$ cat src/rtl/vec_mem_sequencer.sv
// vec_mem_sequencer
//   Drives one strided vector load or store into the six-bank unified memory.
//   Each beat addresses every bank at the same address. Lane i maps to bank i.
//   Loads stream out over rvalid/rready. Stores are taken over wvalid/wready.
//
// Ports
//   clk, reset                       clock, async active-high reset
//   req_valid/req_ready              request handshake
//   req_store                        1 = store, 0 = load
//   req_base/req_stride              beat-0 address and per-beat increment
//   req_len                          beats minus one
//   req_mask                         lane enables
//   wvalid/wready/wdata              store data stream, byte i -> bank i
//   rvalid/rready/rdata              load data stream, byte i <- bank i
//   busy                             transaction running or load beat pending
//   mem_we/mem_a/mem_wd/mem_rd       memory port (combinational read)
//
// state | meaning
// IDLE  | waiting for a request; drains a pending load beat
// LOAD  | issuing read beats, one per free output slot
// STORE | issuing write beats, one per wvalid cycle
module vec_mem_sequencer #(
  parameter int WIDTH = 16,
  parameter int LANES = 6
) (
  input  logic                     clk,
  input  logic                     reset,
  input  logic                     req_valid,
  output logic                     req_ready,
  input  logic                     req_store,
  input  logic [WIDTH-1:0]         req_base,
  input  logic [WIDTH-1:0]         req_stride,
  input  logic [3:0]               req_len,
  input  logic [LANES-1:0]         req_mask,
  input  logic                     wvalid,
  output logic                     wready,
  input  logic [8*LANES-1:0]       wdata,
  output logic                     rvalid,
  input  logic                     rready,
  output logic [8*LANES-1:0]       rdata,
  output logic                     busy,
  output logic [LANES-1:0]         mem_we,
  output logic [LANES*WIDTH-1:0]   mem_a,
  output logic [LANES*WIDTH-1:0]   mem_wd,
  input  logic [8*LANES-1:0]       mem_rd
);

  typedef enum logic [1:0] {IDLE, LOAD, STORE} state_t;

  state_t             state, state_next;
  logic [WIDTH-1:0]   addr_q, stride_q;
  logic [3:0]         beat_q, len_q;
  logic [LANES-1:0]   mask_q;
  logic [8*LANES-1:0] rdata_q, rd_masked;
  logic               rvalid_q;
  logic               beat_done;
  logic               last_beat;

  assign rvalid    = rvalid_q;
  assign rdata     = rdata_q;
  assign busy      = (state != IDLE) || rvalid_q;
  assign last_beat = (beat_q == len_q);

  always_comb begin
    rd_masked = '0;
    for (int i = 0; i < LANES; i++) begin
      if (mask_q[i]) rd_masked[8*i +: 8] = mem_rd[8*i +: 8];
    end
  end

  always_ff @(posedge clk or posedge reset) begin
    if (reset) state <= IDLE;
    else       state <= state_next;
  end

  always_comb begin
    state_next = state;
    req_ready  = 1'b0;
    wready     = 1'b0;
    beat_done  = 1'b0;
    mem_we     = '0;
    mem_a      = '0;
    mem_wd     = '0;
    case (state)
      IDLE: begin
        req_ready = !rvalid_q;
        if (req_valid && !rvalid_q) state_next = req_store ? STORE : LOAD;
      end
      LOAD: begin
        mem_a = {LANES{addr_q}};
        // A beat may only issue when the output slot is free or being emptied.
        beat_done = !rvalid_q || rready;
        if (beat_done && last_beat) state_next = IDLE;
      end
      STORE: begin
        mem_a  = {LANES{addr_q}};
        wready = 1'b1;
        for (int i = 0; i < LANES; i++) begin
          mem_wd[i*WIDTH +: WIDTH] = WIDTH'(wdata[8*i +: 8]);
        end
        beat_done = wvalid;
        if (wvalid) begin
          mem_we = mask_q;
          if (last_beat) state_next = IDLE;
        end
      end
      default: state_next = IDLE;
    endcase
  end

  always_ff @(posedge clk or posedge reset) begin
    if (reset) begin
      addr_q   <= '0;
      stride_q <= '0;
      beat_q   <= '0;
      len_q    <= '0;
      mask_q   <= '0;
      rdata_q  <= '0;
      rvalid_q <= 1'b0;
    end else begin
      if (state == IDLE) begin
        if (rvalid_q && rready) rvalid_q <= 1'b0;
        if (req_valid && !rvalid_q) begin
          addr_q   <= req_base;
          stride_q <= req_stride;
          len_q    <= req_len;
          mask_q   <= req_mask;
          beat_q   <= '0;
        end
      end
      if (beat_done) begin
        // Address wraps modulo 2^WIDTH by design.
        addr_q <= addr_q + stride_q;
        beat_q <= beat_q + 4'd1;
      end
      if (state == LOAD && beat_done) begin
        rdata_q  <= rd_masked;
        rvalid_q <= 1'b1;
      end
    end
  end

endmodule

$ cat config.mk
export PLATFORM = sky130hd
export DESIGN_NAME = vec_mem_sequencer
export DESIGN_NICKNAME = d
export VERILOG_FILES = /design/src/rtl/vec_mem_sequencer.sv
export SDC_FILE = /design/constraint.sdc
export NUM_CORES = 1
export LEC_CHECK = 0
export ABC_AREA = 1
export CAP_MARGIN = 10
export CORE_AREA = 3 3 151 153
export CTS_CLUSTER_DIAMETER = 50
export DETAILED_ROUTE_END_ITERATION = 8
export DIE_AREA = 0 0 154 156
export PLACE_DENSITY_LB_ADDON = 0.1
export SLEW_MARGIN = 20
export SYNTH_ARGS = -nofsm -noshare
export SYNTH_HDL_FRONTEND = slang
export SYNTH_SLANG_ARGS = --single-unit
$ cat constraint.sdc
create_clock -name clk -period 3.9 [get_ports clk]
set_input_delay 0.39 -clock clk [delete_from_list [all_inputs] [get_ports clk]]
set_output_delay 0.39 -clock clk [all_outputs]
set_load 0.01 [all_outputs]
== Yosys cells after proc, flatten, opt, wreduce, memory -nomap -nowiden ==
Index checks and enable logic that the tools add are counted.
Word-level totals
  bits in registers: 97
  input port bits: 144
  output and inout port bits: 250
  logic and storage cells: 63
Operators by class
  $add $sub $neg: 2
  eq/ne operators: 7
  muxes and demuxes: 28
  reductions and logical operators: 18
Operator list (number)
  2-to-1 mux 96 bit: 1
  2-to-1 mux 88 bit: 1
  2-to-1 mux 16 bit: 3
  2-to-1 mux 8 bit: 6
  adder 16 bit: 1
  2-to-1 mux 4 bit: 3
  2-to-1 mux 6 bit: 2
  2-to-1 mux 2 bit: 5
  nonzero test 2 bit: 5
  != test 2 bit, second input constant: 4
  case mux 2 bit (3 select lines): 1
  AND reduction 2 bit: 3
  2-to-1 mux 1 bit: 5
  adder 4 x 1 -> 4 bit, second input constant: 1
  equality test 4 bit: 1
  logical AND 1 bit: 4
  AND reduction 4 bit: 1
  equality test 2 x 1 -> 1 bit, second input constant: 1
  equality test 2 bit, second input constant: 1
  zero test 2 bit: 1
  logical OR 1 bit: 2
  case mux 1 bit (2 select lines): 1
  OR reduction 2 bit: 1
  zero test 1 bit: 1

== Logic depth before layout (Yosys ltp) ==
Gate-level depths: netlist of the first run.
  depth after elaboration: 6
  depth in mapped cells: 12

== Worst setup path before layout of the first run ==
OpenSTA, ideal clock, no wires.
  kind: reg2out
  start point: register state[0]
  end point: output mem_a[25]
  arrival time: 1578 ps
  setup slack: 1932 ps
  stages on the path, launching flop included: 8
  cell sequence: dfrtp_1 -> inv_1 -> ha_1 -> clkbuf_1 -> clkbuf_1 -> nand2_1 -> inv_1 -> buf_4
On the way
  longest elaborated chain between the ends: 3
  elaborated cells between the ends (all ways): 4
RTL lines
  start: declaration: RTL line 50  | state_t state, state_next;
  start signal: assignment: RTL line 73  | else state <= state_next;
  equality test 2 x 1 -> 1 bit or equality test 2 bit (tied branches): RTL line 84  | case (state)
  OR reduction 2 bit (no source line) *
  2-to-1 mux 96 bit *: RTL line 84
  end: declaration: RTL line 43  | output logic [LANES*WIDTH-1:0] mem_a,
Every way passes the cells marked *; elsewhere a longest branch is shown, timed or not.

== Worst setup path after layout of the first run ==
  start point: register state[1]
  end point: output mem_a[15]
The elaborated chain is that of the path after synthesis.

==> results of run 1 <==
==> state kept, by name, indices dropped and copies added, names as in the netlist <==
signal and flops:
beat_q 4, len_q 4, state 2, rvalid 1, addr_q 16, rdata 48, stride_q 16, mask_q 6
==> cell families after synthesis <==
group / synth area share
other: 0.000579
adder cells (fa/ha/maj): 0.0398
AO/OA/AOI/OAI: 0.0245
buffers and inverters: 0.243
XOR/XNOR: 0.0176
AND/OR/NAND/NOR: 0.300
flip-flops: 0.375
==> area by class of cell <==
type / count / area [sq um] / area share
Sequential cell: 97 / 2430 / 0.251
Clock buffer: 10 / 229 / 0.0237
Multi-Input combinational cell: 596 / 2660 / 0.275
Inverter: 122 / 460 / 0.0476
Timing Repair Buffer: 351 / 3500 / 0.362
Clock inverter: 6 / 47.5 / 0.00491
Tap cell: 280 / 350 / 0.0362
==> worst min path at each step <==
stage / start / to / slack (ps) / cells past startpoint
2_1_floorplan: stride_q[0]$_DFFE_PP0P_ / stride_q[0]$_DFFE_PP0P_ / 450 / 2
3_3_place_gp: rdata[20]$_DFFE_PP0P_ / rdata[20]$_DFFE_PP0P_ / 460 / 2
3_5_place_dp: rdata[23]$_DFFE_PP0P_ / rdata[23]$_DFFE_PP0P_ / 460 / 2
4_1_cts: stride_q[3]$_DFFE_PP0P_ / stride_q[3]$_DFFE_PP0P_ / 480 / 2
5_1_grt: rdata[24]$_DFFE_PP0P_ / rdata[24]$_DFFE_PP0P_ / 510 / 2
6_report: stride_q[3]$_DFFE_PP0P_ / stride_q[3]$_DFFE_PP0P_ / 480 / 2
==> power groups by stage <==
stage / registers, uW / clock network [uW] / logic, uW
2_1_floorplan: 1760 / 0 / 2970
5_1_grt: 1870 / 931 / 5170
3_3_place_gp: 1820 / 0 / 4670
4_1_cts: 1810 / 898 / 4710
6_report: 1800 / 866 / 4620
3_5_place_dp: 1810 / 0 / 4680
==> layer usage <==
layer | track usage | up-vias
met5 | 0 | -
met4 | 0.0383 | 6
met3 | 0.0707 | 22
met2 | 0.277 | 203
met1 | 0.223 | 2728
li1 | - | 3100
==> metrics by stage <==
step	cells	utilization	setup WS (ps)	instance area, sq um	total power, uW
after CTS	1462	0.446	811	9680	7420
after detailed placement	1446	0.433	1230	9400	6500
after global placement	1446	0.433	1260	9400	6490
after floorplan	977	-	976	6660	4730
after global routing	1462	0.446	712	9680	7970
final	1462	0.446	872	9680	7290
==> worst min-delay path: cells and delay by family, from the launching register on <==
family / cells / cell delay [ps]
simple gates: 2 / 110
flops: 1 / 350
==> placed cells by master, fill, tap and decap left out, types with 2 or more instances in the layout <==
cell | synthesis | layout
conb_1 | 1 | 48
nand2_1 | 356 | 356
buf_4 | 131 | 6
xnor2_1 | 3 | 3
dfrtp_1 | 97 | 97
nand2_2 | 2 | 2
xor2_1 | 10 | 10
inv_2 | 3 | 3
ha_1 | 19 | 18
a21oi_1 | 14 | 14
nor3_1 | 3 | 3
nand4_1 | 3 | 3
inv_6 | 0 | 4
nand3_1 | 73 | 73
or2_2 | 2 | 2
clkbuf_16 | 0 | 9
o21ai_0 | 15 | 15
nor2_4 | 1 | 2
inv_1 | 119 | 118
nor2_1 | 42 | 41
clkdlybuf4s50_1 | 0 | 345
==> flow_summary_export.csv, run 1 <==
group,metric,value,unit
run_status,status,"finished, final reports clean",
floorplanning,boundaryPins,394,
yosys,synth-async-reset-ratio,1.00,
final_layout,layout-drive-gt1-share,0.0271,
pwr,p_leak,0.00510,uW
route,route.detailed.drc,0,
placed_design,gp_congestion,0.818,
floorplanning,start_util,0.299,
min_path,holdCritPathClass,"register to register",
yosys,synthCells,930,
setup_path,crit_start,"state[1]$_DFFE_PP0P_",
setup_path,cpMostUsedCell,"inv_1",
clock_network,insertion_delay,350,ps
sta,finalHoldViolCount,0,
route,highest_layer,"met5",
final_layout,n_antenna_cell,0,
route,postRouteAntennaNets,0,
clock_network,clock-sinks,97,
yosys,ys_top_cells_by_area,"dfrtp_1 37%, nand2_1 21%, buf_4 15%, inv_1 6.9%, nand3_1 5.6%",
setup_path,setup.worst_path.start_class,"register",
yosys,synth_edf_count,0,
sta,timing.final.max_slew_violations,0,
pwr,combPwrFrac,0.634,
sta,period_needed,3030,ps
yosys,syn_area,6480,sq um
route,wl_per_cell,14.8,microns
final_layout,synthToLayoutAreaGrowth,49.4,%
yosys,ys_seq_area_frac,0.375,
yosys,yosys.area.top_type_share,0.375,
placed_design,dp_hpwl,16600,microns
floorplanning,fp.coreArea,21700,sq um
clock_network,cts_tree,"built",
sta,tightest_slew,921,ps
pwr,peakVddDrop,293,uV
final_layout,n_fill_cell,2257,
job,maxCapViolCount,0,
pwr,swShare,0.436,
yosys,syn_avg_cell_area,6.97,sq um
clock_network,htree_num_levels,3,
route,wl_met3,1920,microns
sta,fmax,330,MHz
global_route,grt_overflow_total,0,
setup_path,worstPathCellList,"inv_1 -> ha_1 -> nand2_1 -> inv_1 -> clkdlybuf4s50_1",
setup_path,cp.depth,5,
yosys,yosys_warnings,0,
yosys,ys.flop_type,"dfrtp_1",
clock_network,cts_buffers,9,
global_route,grt_max_degree,59,
clock_network,root_buffer,"clkbuf_16",
clock_network,cts_setup_buffers,0,
final_layout,fin_nets,1341,
sta,whs,480,ps
sta,relSlewSlack,0.385,
floorplanning,rows,54,
route,num_vias,6059,
pwr,power.internal,4110,uW
clock_network,clkSlewWorstSetupHoldPaths,70,ps
setup_path,path_delay_family,"buffers and inverters",
setup_path,critPathCaptureType,"output pin",
yosys,yosys.area.top_type,"dfrtp_1",
setup_path,critPathRequiredTime,3510,ps
sta,grt_setup_unrepaired,"no",
setup_path,r2r_start,"state[1]$_DFFE_PP0P_",
global_route,grt_pass1_wl,33300,microns
clock_network,ctsHoldBuffers,0,
setup_path,worstRegToRegCells,7,
route,wl_met1,9310,microns
pwr,p_seq_frac,0.247,
route,viasPerCell,4.14,
clock_network,clockBufferDepth,2,
pwr,p_per_area,753,nW/um^2
yosys,synth_common_cells,"356 x nand2_1, 131 x buf_4, 119 x inv_1",
sta,fin_skew,7.82,ps
route,dr.pass1.iters,5,
route,first_iter_violations,278,
setup_path,criticalPathCategory,"register to output pin",
setup_path,crit_path_max_fanout,17,
floorplanning,die_y,156,microns
yosys,synth_seq_cells,97,
placed_design,port-buffer-count,345,
setup_path,crit_arrival,2640,ps
floorplanning,die_w,154,microns
setup_path,r2r_slack,1360,ps
sta,final-setup-viol-count,0,
pwr,clockPowerShare,0.119,
setup_path,timing.rr.end,"rdata[4]$_DFFE_PP0P_",
floorplanning,die_area,24000,sq um
setup_path,crit_buf_inv,3,
global_route,grt_usage,0.174,
setup_path,crit_end,"mem_a[15]",
yosys,yosysMostFrequentCell,"nand2_1",
route,met2WireLength,10100,microns
setup_path,slowest_delay,740,ps
pwr,switchingPower,3170,uW
setup_path,worst_path_max_delay_cell,"ha_1",
route,wl,21700,microns
sta,finalCritPeriodShare,0.776,
clock_network,cts-resized-gates,0,
global_route,antenna_found_initial,3,
global_route,grt_pass1_vias,6008,
yosys,synthDistinctLibCells,26,
sta,finalSetupTns,0,ps
No activity file was read; power rests on OpenSTA's default activity.
==> run 2: changes to the inputs <==
==> constraint.sdc (replaced) <==
create_clock -name clk -period 3.1 [get_ports clk]
set_input_delay 0.31 -clock clk [delete_from_list [all_inputs] [get_ports clk]]
set_output_delay 0.31 -clock clk [all_outputs]
set_load 0.01 [all_outputs]
==> flow_summary_export.csv, run 2 (same netlist as run 1, synthesis figures left out) <==
group,metric,value,unit
setup_path,r2r_slack,810,ps
setup_path,r2r_start,"state[0]$_DFFE_PP0P_",
setup_path,timing.rr.end,"rdata[13]$_DFFE_PP0P_",
floorplanning,die_y,156,microns
clock_network,cts_buffers,9,
floorplanning,boundaryPins,394,
final_layout,fin_nets,1341,
clock_network,htree_num_levels,3,
route,viasPerCell,4.10,
sta,finalSetupTns,0,ps
floorplanning,fp.coreArea,21700,sq um
sta,timing.final.max_slew_violations,0,
pwr,peakVddDrop,374,uV
sta,relSlewSlack,0.410,
route,num_vias,6000,
pwr,p_per_area,955,nW/um^2
global_route,grt_pass1_wl,32400,microns
setup_path,worstPathCellList,"inv_1 -> ha_1 -> buf_4 -> nand2_1 -> inv_1 -> clkdlybuf4s50_1",
global_route,grt_pass1_vias,5914,
final_layout,layout_common_cells,"356 x nand2_1, 345 x clkdlybuf4s50_1, 118 x inv_1",
run_status,status,"finished, final reports clean",
final_layout,regArea,2430,sq um
route,first_iter_violations,251,
setup_path,critPathRequiredTime,2790,ps
final_layout,synthToLayoutAreaGrowth,50.1,%
setup_path,crit_end,"mem_a[88]",
sta,finalCritPeriodShare,0.841,
sta,fmax,384,MHz
clock_network,cts_setup_buffers,0,
sta,grt_setup_unrepaired,"no",
setup_path,worstRegToRegCells,8,
final_layout,layout-drive-gt1-share,0.0279,
route,wl,21400,microns
clock_network,clock-sinks,97,
placed_design,gp_congestion,0.788,
setup_path,crit_path_max_fanout,15,
final_layout,layout_commonest_cell,"nand2_1",
floorplanning,rows,54,
setup_path,cpMostUsedCell,"inv_1",
pwr,power,9290,uW
placed_design,dp_hpwl,16400,microns
global_route,antenna_found_initial,0,
clock_network,cts-resized-gates,0,
sta,final-setup-viol-count,0,
clock_network,insertion_delay,360,ps
global_route,grt_overflow_total,0,
route,postRouteAntennaNets,0,
clock_network,ctsHoldBuffers,0,
setup_path,slowest_delay,620,ps
floorplanning,die_w,154,microns
sta,tightest_slew,885,ps
global_route,grt_usage,0.169,
final_layout,n_fill_cell,2286,
floorplanning,start_util,0.299,
job,maxCapViolCount,0,
final_layout,largest_reg_flops,48,
route,wl_per_cell,14.6,microns
clock_network,clkSlewWorstSetupHoldPaths,70,ps
setup_path,setup.worst_path.start_class,"register",
sta,fin_skew,8.14,ps
clock_network,cts_tree,"built",
route,route.detailed.drc,0,
placed_design,port-buffer-count,345,
final_layout,multi_input_area,2660,sq um
clock_network,root_buffer,"clkbuf_16",
floorplanning,die_area,24000,sq um
sta,period_needed,2610,ps
route,dr.pass1.iters,4,
sta,finalHoldViolCount,0,
setup_path,worst_path_max_delay_cell,"clkdlybuf4s50_1",
setup_path,criticalPathCategory,"register to output pin",
clock_network,clockBufferDepth,2,
min_path,holdCritPathClass,"input port to asynchronous set/reset pin",
setup_path,crit_start,"state[0]$_DFFE_PP0P_",
pwr,p_leak,0.00512,uW
setup_path,critPathCaptureType,"output pin",
global_route,grt_max_degree,55,
setup_path,crit_arrival,2300,ps
-- run 2: power breakdown --
| group | internal, uW | total (uW) | switching [uW] |
|---|---|---|---|
| Clock | 642 | 1190 | 547 |
| Combinational | 2820 | 5830 | 3010 |
| Sequential | 1800 | 2270 | 465 |
| Total | 5270 | 9290 | 4020 |
-- run 2: layout make-up --
type | count | share of cell area
antenna | 1 | 0.000257
clock buffer | 9 | 0.0232
clock inverter | 7 | 0.00875
inverter | 122 | 0.0473
multi-input combinational | 596 | 0.274
sequential | 97 | 0.250
tap | 280 | 0.0360
timing repair buffer | 351 | 0.361
-- run 2: critical path, delay by kind of cell, from the launching register on --
kind,cells,cell delay (ps)
DFF,1,380
and+or+nand+nor,1,100
adders and majority gates,1,310
buffers and inverters,4,1140
-- run 2: worst min path at each step --
stage,slack (ps),cells after the start,end
after global routing,440,2,len_q[3]$_DFFE_PP0P_
after detailed placement,470,2,rdata[14]$_DFFE_PP0P_
after CTS,410,2,len_q[3]$_DFFE_PP0P_
after floorplan,430,2,stride_q[0]$_DFFE_PP0P_
final,380,2,len_q[3]$_DFFE_PP0P_
after global placement,460,2,rdata[46]$_DFFE_PP0P_
-- run 2: metal layers --
metal	vias up	wire length (microns)	part of all wire	global-route usage
li1	3106	-	-	-
met1	2673	9290	0.43	0.219
met2	202	9860	0.46	0.268
met3	19	1940	0.091	0.0663
met4	0	277	0.013	0.0391
met5	-	0	0	0
-- run 2: through the flow --
step / util / instance area (sq um) / hold WS [ps] / instances / worst slack (ps)
2_1_floorplan: - / 6660 / 427 / 977 / 256
3_3_place_gp: 0.434 / 9410 / 464 / 1446 / 788
3_5_place_dp: 0.434 / 9410 / 465 / 1446 / 768
4_1_cts: 0.448 / 9720 / 414 / 1462 / 444
5_1_grt: 0.448 / 9720 / 442 / 1462 / 365
6_report: 0.448 / 9730 / 384 / 1463 / 493
